$ cat config.mk
export PLATFORM = sky130hd
export DESIGN_NAME = memorio_bridge
export DESIGN_NICKNAME = d
export VERILOG_FILES = /design/src/rtl/memorio_bridge.sv
export SDC_FILE = /design/constraint.sdc
export NUM_CORES = 1
export LEC_CHECK = 0
export ABC_AREA = 1
export CORE_MARGIN = 3
export CORE_UTILIZATION = 42
export DETAILED_ROUTE_END_ITERATION = 12
export GPL_TIMING_DRIVEN = 0
export PLACE_DENSITY = 0.86
export SYNTH_ARGS = -nofsm -noshare
export SYNTH_HDL_FRONTEND = slang
export SYNTH_SLANG_ARGS = --single-unit
export TNS_END_PERCENT = 10
$ cat constraint.sdc
create_clock -name i_clock -period 3.4 [get_ports i_clock]
set_clock_uncertainty 0.15 [all_clocks]
set_input_delay 0.34 -clock i_clock [delete_from_list [all_inputs] [get_ports i_clock]]
set_output_delay 0.34 -clock i_clock [all_outputs]
set_load 0.05 [all_outputs]
$ cat src/rtl/memorio_bridge.sv
// memorio_bridge: bridges the CPU datapath to data memory and NCH IO channels.
// Memory accesses pass straight through. IO accesses go through a small wait-state
// FSM (IDLE -> WAIT -> DONE) with a per-channel ready handshake and a timeout.
// Optional feature macro: MEMORIO_READ_SEXT_EN (sign-extend IO read data into rdata).
module memorio_bridge #(
   parameter int unsigned NCH     = 4,
   parameter int unsigned IOW     = 16,
   parameter int unsigned CH_LSB  = 4,
   parameter int unsigned TIMEOUT = 16
) (
   input  logic                 i_clock,
   input  logic                 i_reset,
   input  logic [31:0]          i_caddress,
   input  logic                 i_memread,
   input  logic                 i_memwrite,
   input  logic                 i_ioread,
   input  logic                 i_iowrite,
   input  logic [31:0]          i_wdata,
   input  logic [31:0]          i_mread_data,
   input  logic [NCH*IOW-1:0]   i_ioread_data,
   input  logic [NCH-1:0]       i_ioready,
   output logic [31:0]          o_address,
   output logic [31:0]          o_write_data,
   output logic [31:0]          o_rdata,
   output logic [NCH-1:0]       o_io_cs,
   output logic                 o_io_we,
   output logic                 o_stall,
   output logic                 o_err
);

   localparam int unsigned CHW = (NCH > 1) ? $clog2(NCH) : 1;
   localparam logic [CHW:0] NCH_W = (CHW+1)'(NCH);
   localparam logic [7:0] CNT_LAST = 8'(TIMEOUT - 1);

`ifdef MEMORIO_READ_SEXT_EN
   localparam bit SEXT_EN = 1'b1;
`else
   localparam bit SEXT_EN = 1'b0;
`endif

   typedef enum logic [1:0] {StIdle, StWait, StDone} state_e;

   state_e           r_state;
   state_e           w_state_next;
   logic [CHW-1:0]   r_ch;
   logic [31:0]      r_addr;
   logic [IOW-1:0]   r_wdata;
   logic [IOW-1:0]   r_data;
   logic             r_dir;
   logic [7:0]       r_cnt;
   logic             r_err;

   logic [CHW-1:0]   w_ch;
   logic             w_ch_ok;
   logic             w_mem_req;
   logic             w_io_req;
   logic             w_latch;
   logic [7:0]       w_cnt_next;
   logic [IOW-1:0]   w_data_next;
   logic             w_err_next;
   logic             w_ready_sel;
   logic [IOW-1:0]   w_rd_sel;
   logic [31:0]      w_rdata_ext;
   logic [31:0]      w_wdata_ext;

   assign w_ch        = i_caddress[CH_LSB +: CHW];
   assign w_ch_ok     = ({1'b0, w_ch} < NCH_W);
   assign w_mem_req   = i_memread | i_memwrite;
   assign w_io_req    = i_ioread | i_iowrite;
   // Only the latched channel's ready/data matter; other channels are ignored.
   assign w_ready_sel = i_ioready[r_ch];
   assign w_rd_sel    = i_ioread_data[r_ch*IOW +: IOW];

   // Widen latched IO data to 32 bits (zero- or sign-extended read data, zero-extended store data).
   always_comb begin
      w_rdata_ext = '0;
      w_rdata_ext[IOW-1:0] = r_data;
      if (SEXT_EN) begin
         for (int i = IOW; i < 32; i++) begin
            w_rdata_ext[i] = r_data[IOW-1];
         end
      end
      w_wdata_ext = '0;
      w_wdata_ext[IOW-1:0] = r_wdata;
   end

   // Next-state logic: request decode, wait counter, data capture and error pulse.
   always_comb begin
      w_state_next = r_state;
      w_latch      = 1'b0;
      w_cnt_next   = r_cnt;
      w_data_next  = r_data;
      w_err_next   = 1'b0;
      unique case (r_state)
         StIdle: begin
            if (w_mem_req) begin
               // Memory wins a conflict; the IO request is dropped and flagged.
               w_err_next = w_io_req;
            end else if (w_io_req) begin
               w_latch     = 1'b1;
               w_cnt_next  = '0;
               w_data_next = '0;
               if (w_ch_ok) begin
                  w_state_next = StWait;
               end else begin
                  w_state_next = StDone;
                  w_err_next   = 1'b1;
               end
            end
         end
         StWait: begin
            if (w_ready_sel) begin
               w_state_next = StDone;
               w_data_next  = r_dir ? '0 : w_rd_sel;
            end else if (r_cnt == CNT_LAST) begin
               w_state_next = StDone;
               w_data_next  = '0;
               w_err_next   = 1'b1;
            end else begin
               w_cnt_next = r_cnt + 8'd1;
            end
         end
         StDone: begin
            // The completing instruction's request is still high here; ignore it.
            w_state_next = StIdle;
         end
         default: begin
            w_state_next = StIdle;
         end
      endcase
   end

   // State register and latched access fields, synchronous reset.
   always_ff @(posedge i_clock) begin
      if (i_reset) begin
         r_state <= StIdle;
         r_ch    <= '0;
         r_addr  <= '0;
         r_wdata <= '0;
         r_dir   <= 1'b0;
         r_data  <= '0;
         r_cnt   <= '0;
         r_err   <= 1'b0;
      end else begin
         r_state <= w_state_next;
         r_data  <= w_data_next;
         r_cnt   <= w_cnt_next;
         r_err   <= w_err_next;
         if (w_latch) begin
            r_ch    <= w_ch;
            r_addr  <= i_caddress;
            r_wdata <= i_wdata[IOW-1:0];
            r_dir   <= i_iowrite;
         end
      end
   end

   // Output decode: memory pass-through in IDLE, IO strobes in WAIT, read-back in DONE.
   always_comb begin
      o_address    = i_caddress;
      o_write_data = '0;
      o_rdata      = '0;
      o_io_cs      = '0;
      o_io_we      = 1'b0;
      o_stall      = 1'b0;
      unique case (r_state)
         StIdle: begin
            if (w_mem_req) begin
               o_write_data = i_memwrite ? i_wdata : '0;
               o_rdata      = i_memread ? i_mread_data : '0;
            end else if (w_io_req) begin
               o_stall = 1'b1;
            end
         end
         StWait: begin
            o_stall       = 1'b1;
            o_io_cs[r_ch] = 1'b1;
            o_io_we       = r_dir;
            o_address     = r_addr;
            o_write_data  = r_dir ? w_wdata_ext : '0;
         end
         StDone: begin
            o_address = r_addr;
            o_rdata   = r_dir ? '0 : w_rdata_ext;
         end
         default: begin
            o_stall = 1'b0;
         end
      endcase
   end

   assign o_err = r_err;

endmodule
==> metrics.csv, run 1 <==
stage,metric,value,unit
status,outcome,finished clean,
timing,Final Max Tran Viols,0,
layout,Layout area overhead,66.4,%
drt,remaining antenna violation count,0,
timing,actual slew at the worst max-slew pin,0.565,ns
synthesis,"flops & latches, synth",76,
global_routing,vias in the first global route,5792,
floorplan,IO Pins,273,
timing,setup violators final,0,
global_routing,pin count of the biggest net entering global routing,15,
drt,DRC viols,0,
timing,TNS Setup,0,ns
floorplan,area of the die,12500,µm²
place,buffers added on ports,269,
power,P_leak,3.45,nW
global_routing,Tot GR Track Use,28.0,%
synthesis,area fraction in compound gates after synthesis,19.3,%
global_routing,first-pass GRT wire length,28600,µm
critical_path,CP required,2.91,ns
critical_path,Critical Path Fanout Max,10,
layout,Ant. Diodes,0,
critical_path,CP Capture Type,primary output,
synthesis,Synth cell types,29,
drt,number of vias per cell,4.98,
synthesis,Simple-Gate Fraction of Synth Area,33.9,%
power,clock share of power,20.9,%
global_routing,initial antenna violation count,0,
critical_path,CP Class,flip-flop to primary output,
synthesis,sequential element share of the synthesized area,32.3,%
floorplan,Die Height,112,µm
floorplan,Die W,112,µm
place,placed cells,1198,
floorplan,core region area,10900,µm²
power,Design Power,3.88,mW
drt,Routed wire per std cell,14.9,µm
synthesis,Synth Area in XOR/XNOR,0.372,%
power,power per standard cell area,496,nW/µm²
worst_hold_path,Hold Crit Start,i_reset,
clocking,# Post-CTS Setup Buffers,0,
place,DP HPWL,14300,µm
clocking,clock latency on the worst-skew pair,0.36,ns
timing,unrepaired setup endpoints after global routing,yes,
timing,Fmax achieved,305,MHz
global_routing,grt total ovfl,0,
floorplan,Starting Density,43.3,%
clocking,clock-pin slew on the worst setup and hold paths,0.09,ns
layout,"commonest non-fill, non-tap cell in the layout",clkdlybuf4s50_1,
clocking,H-Tree Depth,3,
clocking,Sink Count,76,
worst_hold_path,Hold Path Cell Cnt,2,
worst_hold_path,HP Class,primary input to flip-flop,
synthesis,Post-Synth Adder-Cell Area,1.06,%
timing,post-route clock period utilization,96.5,%
power,Int Power,2.09,mW
drt,router iterations before antenna repair,5,
synthesis,"Top FF cell, synth",dfxtp_1,
critical_path,Critical Path Start Type,flip-flop,
power,VDD IR-drop max,0.000468,V
synthesis,Synth Instances,789,
clocking,CTS tree,yes,
critical_path,r2r startpoint,r_state[0],
power,sw frac,46.2,%
synthesis,Yosys warning total,0,
layout,layout cell share with drive strength beyond 1,4.75,%
place,GPL Wtd Cong,0.907,
synthesis,largest family of logic cells by synthesized area,simple AND/OR/NAND/NOR gates,
critical_path,R2R cell count,7,
drt,DRT Wirelength,18100,µm
floorplan,Row Count,38,
synthesis,syn nets,963,
synthesis,number of synthesized flops with an enable pin,0,
power,Logic pwr share,54.0,%
power,Psw,1.80,mW
layout,Finished Layout Cells,1214,
timing,Final Hold Vio Count,0,
layout,most frequent cells in the layout,"clkdlybuf4s50_1, nand2_1, nor2_1",
layout,nets,1243,
synthesis,mean post-synth cell area,5.97,µm²
drt,Vias,6044,
synthesis,Post-synth ARST share,0,%
clocking,Clock Root Buffer,clkbuf_8,
critical_path,Worst Path Arrival,2.79,ns
power,register share of total power,25.1,%
timing,Worst slew margin,62.2,%
synthesis,synthesized area,4710,µm²
clocking,Max clock buf depth,2,
synthesis,mux share of post-synthesis cell area,0,%
timing,final critical-path required period,3.28,ns
layout,post-layout util,72.0,%
drt,initial drt markers,309,
clocking,TritonCTS Buffers,9,
flow_run,Max-Cap Viols,0,
critical_path,Worst Setup SP,r_state[0],
layer usage:
layer / GRT usage, % / wire (µm)
met1: 33.4 / 7330
met2: 49.3 / 8810
met3: 8.37 / 1630
met4: 6.65 / 298
met5: 0 / 0
synthesized netlist by cell type, types with 2 or more instances:
cell type	n	area [µm²]
nor2_4	3	33.8
buf_4	8	60.1
buf_1	3	11.3
nand2_4	2	22.5
nor2_2	2	12.5
clkbuf_1	31	116
dfxtp_1	76	1520
nand3_1	79	395
buf_2	7	35.0
o21ai_0	67	335
nand4_1	2	12.5
nand2_2	3	18.8
ha_1	4	50.1
a21oi_1	107	536
nand2_1	171	642
inv_1	94	353
clkinv_1	2	7.51
nor2_1	113	424
nand3_2	2	20.0
nor3_1	3	15.0
buf_6	2	22.5
kinds of logic after synthesis:
kind of cell               after synthesis
buffers and inverters                  149
and+or+nand+nor                        380
xor gates and xnor gates                 2
AOI/OAI and AO/OA                      178
adders and majority gates                4
DFF                                     76
sequential cells by signal (all words and copies together), names as in the netlist:
name	count
r_cnt	8
r_wdata	16
r_state	2
o_err	1
r_ch	1
r_data	16
r_dir	1
r_addr	31
metrics by stage:
step                instance area, µm²  setup WS (ns)  hold slack [ns]
floorplan                         4710          0.834            0.275
finish                            7840          0.117            0.214
CTS                               7790        0.00116            0.203
detailed placement                7580          0.274            0.291
global placement                  7580          0.324            0.287
global route                      7840        -0.0287            0.221
area by class of cell:
cell class                 instances  area (µm²)
fill                             943        3050
timing repair buffer             269        2720
multi-input combinational        564        2570
sequential                        76        1520
inverter                          98         370
buffer                            51         248
tap                              140         175
clock buffer                      10         138
clock inverter                     6        95.1
timing repair:
action | CTS | global route
gates cloned | 0 | 0
gates resized for setup | 12 | 19
hold buffers | 0 | 0
endpoints found under the setup margin | 12 | 20
worst max-delay path, cell delays in order (launching register included):
cell and delay, ns:
dfxtp_1 0.36, inv_1 0.07, ha_1 0.27, clkbuf_1 0.41
clkbuf_2 0.33, nor2_1 0.06, a21oi_1 0.12, clkdlybuf4s50_1 0.82
worst paths after layout:
check,slack (ns),endpoint
worst min-delay path,0.21,r_cnt[5]
worst max register to register,1.38,r_addr[23]
worst min register to register,0.31,r_wdata[13]
worst max-delay path,0.12,o_address[27]
power groups by stage:
stage | clock network (mW) | logic, mW | registers (mW)
final | 0.813 | 2.10 | 0.974
after detailed placement | 0 | 2.13 | 0.994
after CTS | 0.808 | 2.11 | 0.973
after global routing | 0.853 | 2.24 | 0.979
after global placement | 0 | 2.12 | 0.992
after floorplan | 0 | 1.34 | 0.995
Power figures use the tool's default switching activity.
==> run 2: changes to the inputs <==
--- a/config.mk
+++ b/config.mk
@@ -9,8 +9,8 @@
 export CORE_MARGIN = 3
 export CORE_UTILIZATION = 42
 export DETAILED_ROUTE_END_ITERATION = 12
-export GPL_TIMING_DRIVEN = 0
 export PLACE_DENSITY = 0.86
+export RECOVER_POWER = 100
 export SYNTH_ARGS = -nofsm -noshare
 export SYNTH_HDL_FRONTEND = slang
 export SYNTH_SLANG_ARGS = --single-unit
==> run 2 against run 1 <==
  * Total power down 6.5%
  * Register-to-register slack lost 0.82 ns
  * Die area did not move
  * Combinational power down 7%
  * Critical path depth fell by 2
  * Clock power down 13%
  * Routed wire length fell by 6.8%
  * Core utilization is 3.7 points lower
  * Clock-buffer cell count is 1 higher
  * Critical endpoint is now o_write_data[2]
==> metrics.csv, run 2 (synthesis gave the netlist of run 1 again) <==
stage,metric,value,unit,change
global_routing,Tot GR Track Use,26.0,%,-1.9 points
layout,biggest regs,"r_addr x31, r_data x16, r_wdata x16",,
drt,Top Metal Used,met4,,
clocking,TritonCTS Buffers,9,,unchanged
timing,unrepaired setup endpoints after global routing,no,,
place,buffers added on ports,272,,+1.1%
layout,nets,1202,,-3.3%
critical_path,worst r2r dst,r_data[10],,
floorplan,Die Height,112,µm,unchanged
critical_path,Worst Setup SP,r_state[1],,
floorplan,core region area,10900,µm²,unchanged
power,P_leak,3.29,nW,-4.5%
timing,setup violators final,0,,unchanged
drt,DRT Wirelength,16800,µm,-6.8%
timing,Final Hold Vio Count,0,,unchanged
critical_path,CP Capture Type,primary output,,
timing,Fmax achieved,315,MHz,+3.3%
global_routing,initial antenna violation count,0,,unchanged
power,Logic pwr share,53.6,%,-0.4 points
flow_run,Max-Cap Viols,0,,unchanged
critical_path,Critical Path Start Type,flip-flop,,
layout,Layout area overhead,57.8,%,
floorplan,area of the die,12500,µm²,unchanged
clocking,clock latency on the worst-skew pair,0.35,ns,about the same
critical_path,Worst R2R Setup Slack,0.56,ns,-0.82 ns
power,Psw,1.72,mW,-4.2%
floorplan,Row Count,38,,unchanged
clocking,CTS tree,yes,,
timing,post-route clock period utilization,93.4,%,-3.1 points
drt,number of vias per cell,4.97,,-0.25%
drt,DRC viols,0,,unchanged
drt,router iterations before antenna repair,6,,+1
power,register share of total power,27.0,%,+1.9 points
layout,"commonest non-fill, non-tap cell in the layout",nand2_1,,
place,Setup WS pre-CTS,0.538,ns,+0.264 ns
floorplan,Die W,112,µm,unchanged
timing,final critical-path required period,3.18,ns,-0.106 ns
timing,TNS Setup,0,ns,unchanged
power,clock share of power,19.4,%,-1.5 points
clocking,H-Tree Depth,3,,unchanged
power,Int Power,1.91,mW,-8.4%
clocking,CTS resizes,0,,-12
timing,Final Max Tran Viols,0,,unchanged
critical_path,CP required,2.91,ns,about the same
critical_path,Worst Path Arrival,2.69,ns,-0.10 ns
critical_path,CP Class,flip-flop to primary output,,
global_routing,grt total ovfl,0,,unchanged
layout,max FFs per register,31,,unchanged
power,VDD IR-drop max,0.000412,V,-12%
critical_path,R2R cell count,8,,+1
power,sw frac,47.4,%,+1.1 points
clocking,Clock Root Buffer,clkbuf_8,,
drt,Vias,5825,,-3.6%
place,DP HPWL,13000,µm,-9.2%
global_routing,pin count of the biggest net entering global routing,65,,+50
global_routing,vias in the first global route,5389,,-7.0%
timing,Worst Slack Setup Final,0.223,ns,+0.106 ns
drt,Met2 Routed Length,7840,µm,-11%
global_routing,first-pass GRT wire length,26700,µm,-6.6%
clocking,clock-pin slew on the worst setup and hold paths,0.08,ns,about the same
layout,final instance area,7430,µm²,-5.1%
worst_hold_path,HP Class,flip-flop to flip-flop,,
floorplan,IO Pins,273,,unchanged
layout,most frequent cells in the layout,"nand2_1, clkdlybuf4s50_1, nor2_1",,
drt,remaining antenna violation count,0,,unchanged
critical_path,r2r startpoint,r_state[0],,
place,GPL Wtd Cong,0.905,,-0.24%
timing,Fin Hold WS,0.305,ns,+0.0917 ns
clocking,Sink Count,76,,unchanged
timing,Worst slew margin,49.8,%,-12 points
place,DP Area,7380,µm²,-2.6%
power,power per standard cell area,489,nW/µm²,-1.4%
timing,actual slew at the worst max-slew pin,0.753,ns,+0.187 ns
clocking,cts-stage hold buffer count,0,,unchanged
layout,Ant. Diodes,0,,unchanged
clocking,# Post-CTS Setup Buffers,0,,unchanged
worst_hold_path,Hold Path Cell Cnt,2,,unchanged
drt,WL met3,1910,µm,+17%
critical_path,Critical Path Fanout Max,17,,+7
floorplan,Starting Density,43.3,%,unchanged
worst_hold_path,worst min-delay path endpoint,r_addr[25],,
clocking,Max clock buf depth,2,,unchanged
layout,most flop-heavy register,r_addr,,
status,outcome,finished clean,,
worst_hold_path,Hold Crit Start,r_addr[25],,
drt,initial drt markers,303,,-1.9%
drt,met1 WL,6740,µm,-8.1%
layout,layout cell share with drive strength beyond 1,6.10,%,+1.4 points
drt,Routed wire per std cell,14.4,µm,-3.6%
[run 2: cell count changes in the layout (fill, tap and decap cells not counted), moves of 7 or more]
cell / before / now
dlygate4sd2_1: 12 / 0
buf_2: 7 / 0
buf_4: 8 / 1
dlymetal6s2s_1: 15 / 0
clkbuf_2: 2 / 33
clkdlybuf4s50_1: 242 / 170
clkbuf_1: 29 / 5
dlygate4sd3_1: 0 / 69
[run 2: area by class of cell]
class                           count  area (µm²)
Timing Repair Buffer              279        2620
Clock inverter                      5        60.1
Clock buffer                       11         141
Inverter                           98         370
Sequential cell                    76        1520
Multi-Input combinational cell    564        2540
Fill cell                         982        3450
Tap cell                          140         175
[run 2: power by group through the flow]
stage	logic [mW]	registers [mW]	clock network (mW)
floorplan	1.34	0.995	0
global route	2.09	0.986	0.756
global placement	2.06	0.999	0
finish	1.95	0.981	0.705
CTS	2.08	0.981	0.717
detailed placement	2.07	1.00	0
[run 2: layer usage]
metal | vias to the layer above | track usage (%)
met3 | 29 | 10.8
met1 | 2557 | 30.1
met2 | 253 | 43.4
met4 | 0 | 8.84
li1 | 2986 | -
met5 | - | 0
[run 2: worst max-delay path, cell delays in order (launching register included)]
cell and delay [ns]:
dfxtp_1 0.33, inv_1 0.08, ha_1 0.35, nand2_1 0.38
o21ai_0 0.29, dlygate4sd3_1 0.92
[run 2: worst max path at each step]
stage,endpoint,slack (ns),depth (start not counted)
floorplan,o_write_data[0],0.83,6
global placement,o_rdata[6],0.57,4
detailed placement,o_write_data[2],0.54,4
CTS,o_write_data[2],0.25,5
global route,o_write_data[2],0.04,5
finish,o_write_data[2],0.22,5
[run 2: stage by stage]
| stage | power (mW) | util [%] | std cells |
|---|---|---|---|
| floorplan | 2.33 | - | 789 |
| global placement | 3.06 | 67.8 | 1157 |
| detailed placement | 3.07 | 67.8 | 1157 |
| CTS | 3.78 | 69.7 | 1173 |
| global route | 3.83 | 68.3 | 1173 |
| finish | 3.63 | 68.3 | 1173 |
==> run 3: changes to the inputs <==
--- a/config.mk
+++ b/config.mk
@@ -5,11 +5,10 @@
 export SDC_FILE = /design/constraint.sdc
 export NUM_CORES = 1
 export LEC_CHECK = 0
-export ABC_AREA = 1
 export CORE_MARGIN = 3
-export CORE_UTILIZATION = 42
+export CORE_UTILIZATION = 40
 export DETAILED_ROUTE_END_ITERATION = 12
-export PLACE_DENSITY = 0.86
+export PLACE_DENSITY = 0.85
 export RECOVER_POWER = 100
 export SYNTH_ARGS = -nofsm -noshare
 export SYNTH_HDL_FRONTEND = slang
==> constraint.sdc (replaced) <==
create_clock -name i_clock -period 3.7 [get_ports i_clock]
set_clock_uncertainty 0.15 [all_clocks]
set_input_delay 0.37 -clock i_clock [delete_from_list [all_inputs] [get_ports i_clock]]
set_output_delay 0.37 -clock i_clock [all_outputs]
set_load 0.05 [all_outputs]
==> run 3 against run 2 <==
  * Sequential share of layout area rose by 0.48 points
  * Register-to-register slack improved by 0.64 ns
  * Global-route usage fell by 0.55 points
  * Worst setup slack got worse by 0.051 ns
  * Cell count fell by 24%
  * Combinational power rose by 32%
  * Core utilization rose by 1.8 points
==> metrics.csv, run 3 <==
stage,metric,value,unit,change
place,GPL Wtd Cong,0.858,,-5.3%
critical_path,worst r2r dst,r_data[11],,
floorplan,core region area,10400,µm²,-4.8%
clocking,CTS resizes,0,,unchanged
synthesis,Simple-Gate Fraction of Synth Area,19.4,%,-15 points
power,P_leak,2.92,nW,-11%
timing,Final Max Tran Viols,0,,unchanged
critical_path,Critical Path Fanout Max,17,,unchanged
timing,post-route clock period utilization,95.3,%,
global_routing,met3 GRT Util,7.69,%,-3.1 points
floorplan,IO Pins,273,,unchanged
drt,initial drt markers,211,,-30%
critical_path,Worst R2R Setup Slack,1.20,ns,+0.64 ns
layout,most flop-heavy register,r_addr,,
place,DP HPWL,12000,µm,-7.5%
layout,Ant. Diodes,0,,unchanged
drt,DRT Wirelength,15800,µm,-6.0%
layout,Filler cells,832,,-15%
critical_path,CP Class,flip-flop to primary output,,
timing,TNS Setup,0,ns,unchanged
synthesis,sequential element share of the synthesized area,35.6,%,+3.3 points
clocking,Sink Count,76,,unchanged
floorplan,Starting Density,41.2,%,-2.0 points
synthesis,syn nets,671,,-30%
critical_path,r2r startpoint,r_state[1],,
synthesis,area fraction in compound gates after synthesis,20.0,%,+0.72 points
synthesis,Synth cell types,39,,+34%
clocking,clock latency on the worst-skew pair,0.35,ns,about the same
synthesis,Synth Instances,497,,-37%
synthesis,Synth Area in XOR/XNOR,0,%,-0.37 points
floorplan,Die W,109,µm,-2.2%
timing,Worst slew margin,32.1,%,-18 points
drt,DRC viols,0,,unchanged
global_routing,pin count of the biggest net entering global routing,55,,-15%
status,outcome,finished clean,,
clocking,Clock Root Buffer,clkbuf_8,,
layout,Layout area overhead,69.9,%,
global_routing,first-pass GRT wire length,24200,µm,-9.4%
synthesis,mean post-synth cell area,8.60,µm²,+44%
layout,layout cell share with drive strength beyond 1,10.4,%,+4.3 points
global_routing,Tot GR Track Use,25.5,%,-0.55 points
timing,final critical-path required period,3.53,ns,
global_routing,initial antenna violation count,0,,unchanged
layout,nets,920,,-23%
layout,final instance area,7260,µm²,-2.3%
synthesis,Post-synth ARST share,0,%,unchanged
timing,unrepaired setup endpoints after global routing,no,,
synthesis,largest family of logic cells by synthesized area,compound AO/OA/AOI/OAI gates,,
synthesis,synthesized area,4280,µm²,-9.2%
timing,actual slew at the worst max-slew pin,1.02,ns,+0.263 ns
global_routing,GR peak layer,met2,,
floorplan,Row Count,37,,-2.6%
drt,router iterations before antenna repair,5,,-1
timing,Final Hold Vio Count,0,,unchanged
drt,Routed wire per std cell,17.9,µm,+24%
critical_path,Critical Path Start Type,flip-flop,,
timing,setup violators final,0,,unchanged
global_routing,vias in the first global route,4913,,-8.8%
synthesis,Yosys warning total,0,,unchanged
drt,remaining antenna violation count,0,,unchanged
clocking,H-Tree Depth,3,,unchanged
synthesis,"flops & latches, synth",76,,unchanged
power,VDD IR-drop max,0.000581,V,+41%
place,Setup WS pre-CTS,0.333,ns,-0.205 ns
power,power per standard cell area,574,nW/µm²,+17%
worst_hold_path,HP Class,primary input to flip-flop,,
clocking,# Post-CTS Setup Buffers,0,,unchanged
clocking,clock-pin slew on the worst setup and hold paths,0.08,ns,about the same
critical_path,Worst Path Arrival,3.01,ns,+0.32 ns
synthesis,largest cells by area after synthesis,"dfxtp_1, nand2_1, mux4_2",,
layout,post-layout util,70.1,%,+1.8 points
clocking,Max clock buf depth,2,,unchanged
floorplan,area of the die,12000,µm²,-4.4%
synthesis,"area leader, netlist",dfxtp_1,,
worst_hold_path,Hold Path Cell Cnt,2,,unchanged
layout,biggest regs,"r_addr x31, r_data x16, r_wdata x16",,
global_routing,grt total ovfl,0,,unchanged
synthesis,mux share of post-synthesis cell area,17.6,%,+18 points
critical_path,CP required,3.18,ns,+0.27 ns
synthesis,Post-Synth Adder-Cell Area,1.17,%,+0.11 points
layout,"commonest non-fill, non-tap cell in the layout",clkdlybuf4s50_1,,
synthesis,number of synthesized flops with an enable pin,0,,unchanged
worst_hold_path,worst min-delay path endpoint,r_cnt[3],,
clocking,TritonCTS Buffers,9,,unchanged
power,Design Power,4.17,mW,+15%
timing,Worst Slack Setup Final,0.172,ns,-0.0512 ns
critical_path,R2R cell count,6,,-2
critical_path,CP Capture Type,primary output,,
timing,Fmax achieved,283,MHz,
synthesis,top cell type's share of synthesized area,35.6,%,+3.3 points
global_routing,GR Util met1,28.1,%,-2.0 points
place,DP Area,7080,µm²,-4.2%
synthesis,"Top FF cell, synth",dfxtp_1,,
flow_run,Max-Cap Viols,0,,unchanged
clocking,cts-stage hold buffer count,0,,unchanged
layout,max FFs per register,31,,unchanged
drt,Vias,4760,,-18%
synthesis,"top cells by count, synth","nand2_1, dfxtp_1, a21oi_1",,
layout,most frequent cells in the layout,"clkdlybuf4s50_1, nand2_1, dlygate4sd3_1",,
clocking,CTS tree,yes,,
global_routing,global-route met2 utilization,46.4,%,+3.0 points
floorplan,Die Height,109,µm,-2.2%
drt,number of vias per cell,5.37,,+8.2%
synthesis,most frequent cell after synthesis,nand2_1,,
worst_hold_path,Hold Crit Start,i_reset,,
place,buffers added on ports,272,,unchanged
-- run 3: worst max path at each step --
stage                     from               end  slack (ns)  cells past startpoint
floorplan           r_state[1]   o_write_data[0]        1.05                      6
global placement     i_memread       o_rdata[12]        0.41                      4
detailed placement   i_memread        o_rdata[5]        0.33                      4
CTS                 r_state[1]  o_write_data[14]        0.22                      5
global route        r_state[1]   o_write_data[3]        0.03                      5
finish              r_state[1]  o_write_data[12]        0.17                      5
-- run 3: per-stage QoR --
step	cells	hold slack [ns]
finish	886	0.104
detailed placement	871	0.294
global placement	871	0.289
global route	886	0.112
floorplan	497	0.283
CTS	886	0.0964
-- run 3: per-layer routing --
| layer | part of all wire [%] | up-vias | wire, µm |
|---|---|---|---|
| met3 | 8.5 | 22 | 1340 |
| li1 | - | 2279 | - |
| met1 | 37 | 2272 | 5900 |
| met4 | 1.9 | 0 | 296 |
| met5 | 0 | - | 0 |
| met2 | 52 | 187 | 8300 |
-- run 3: layout make-up --
class                   count  area [µm²]  share of cell area [%]
flip-flops and latches     76        1520                    20.9
multi-input cells         354        2490                    34.2
clock buffers              10         128                    1.76
clock inverters             5        77.6                    1.07
well taps                 136         170                    2.34
inverters                  23        86.3                    1.19
repair buffers            282        2790                    38.5
-- run 3: power by group --
part	internal [mW]	total [mW]	leakage (nW)	switching, mW
registers	0.886	0.924	0.617	0.0384
logic	0.917	2.57	2.20	1.65
clock network	0.374	0.681	0.102	0.306
-- run 3: cell families after synthesis --
group                    count (synthesis)
AO/OA/AOI/OAI                          123
adder cells (fa/ha/maj)                  4
buffers and inverters                   67
flip-flops                              76
multiplexers                            50
AND/OR/NAND/NOR                        177
-- run 3: worst max-delay path, stage by stage (launching register included) --
cell           delay, ns
dfxtp_1             0.33
inv_1               0.08
ha_1                0.50
and2_1              0.63
a22o_1              0.23
dlygate4sd3_1       0.88
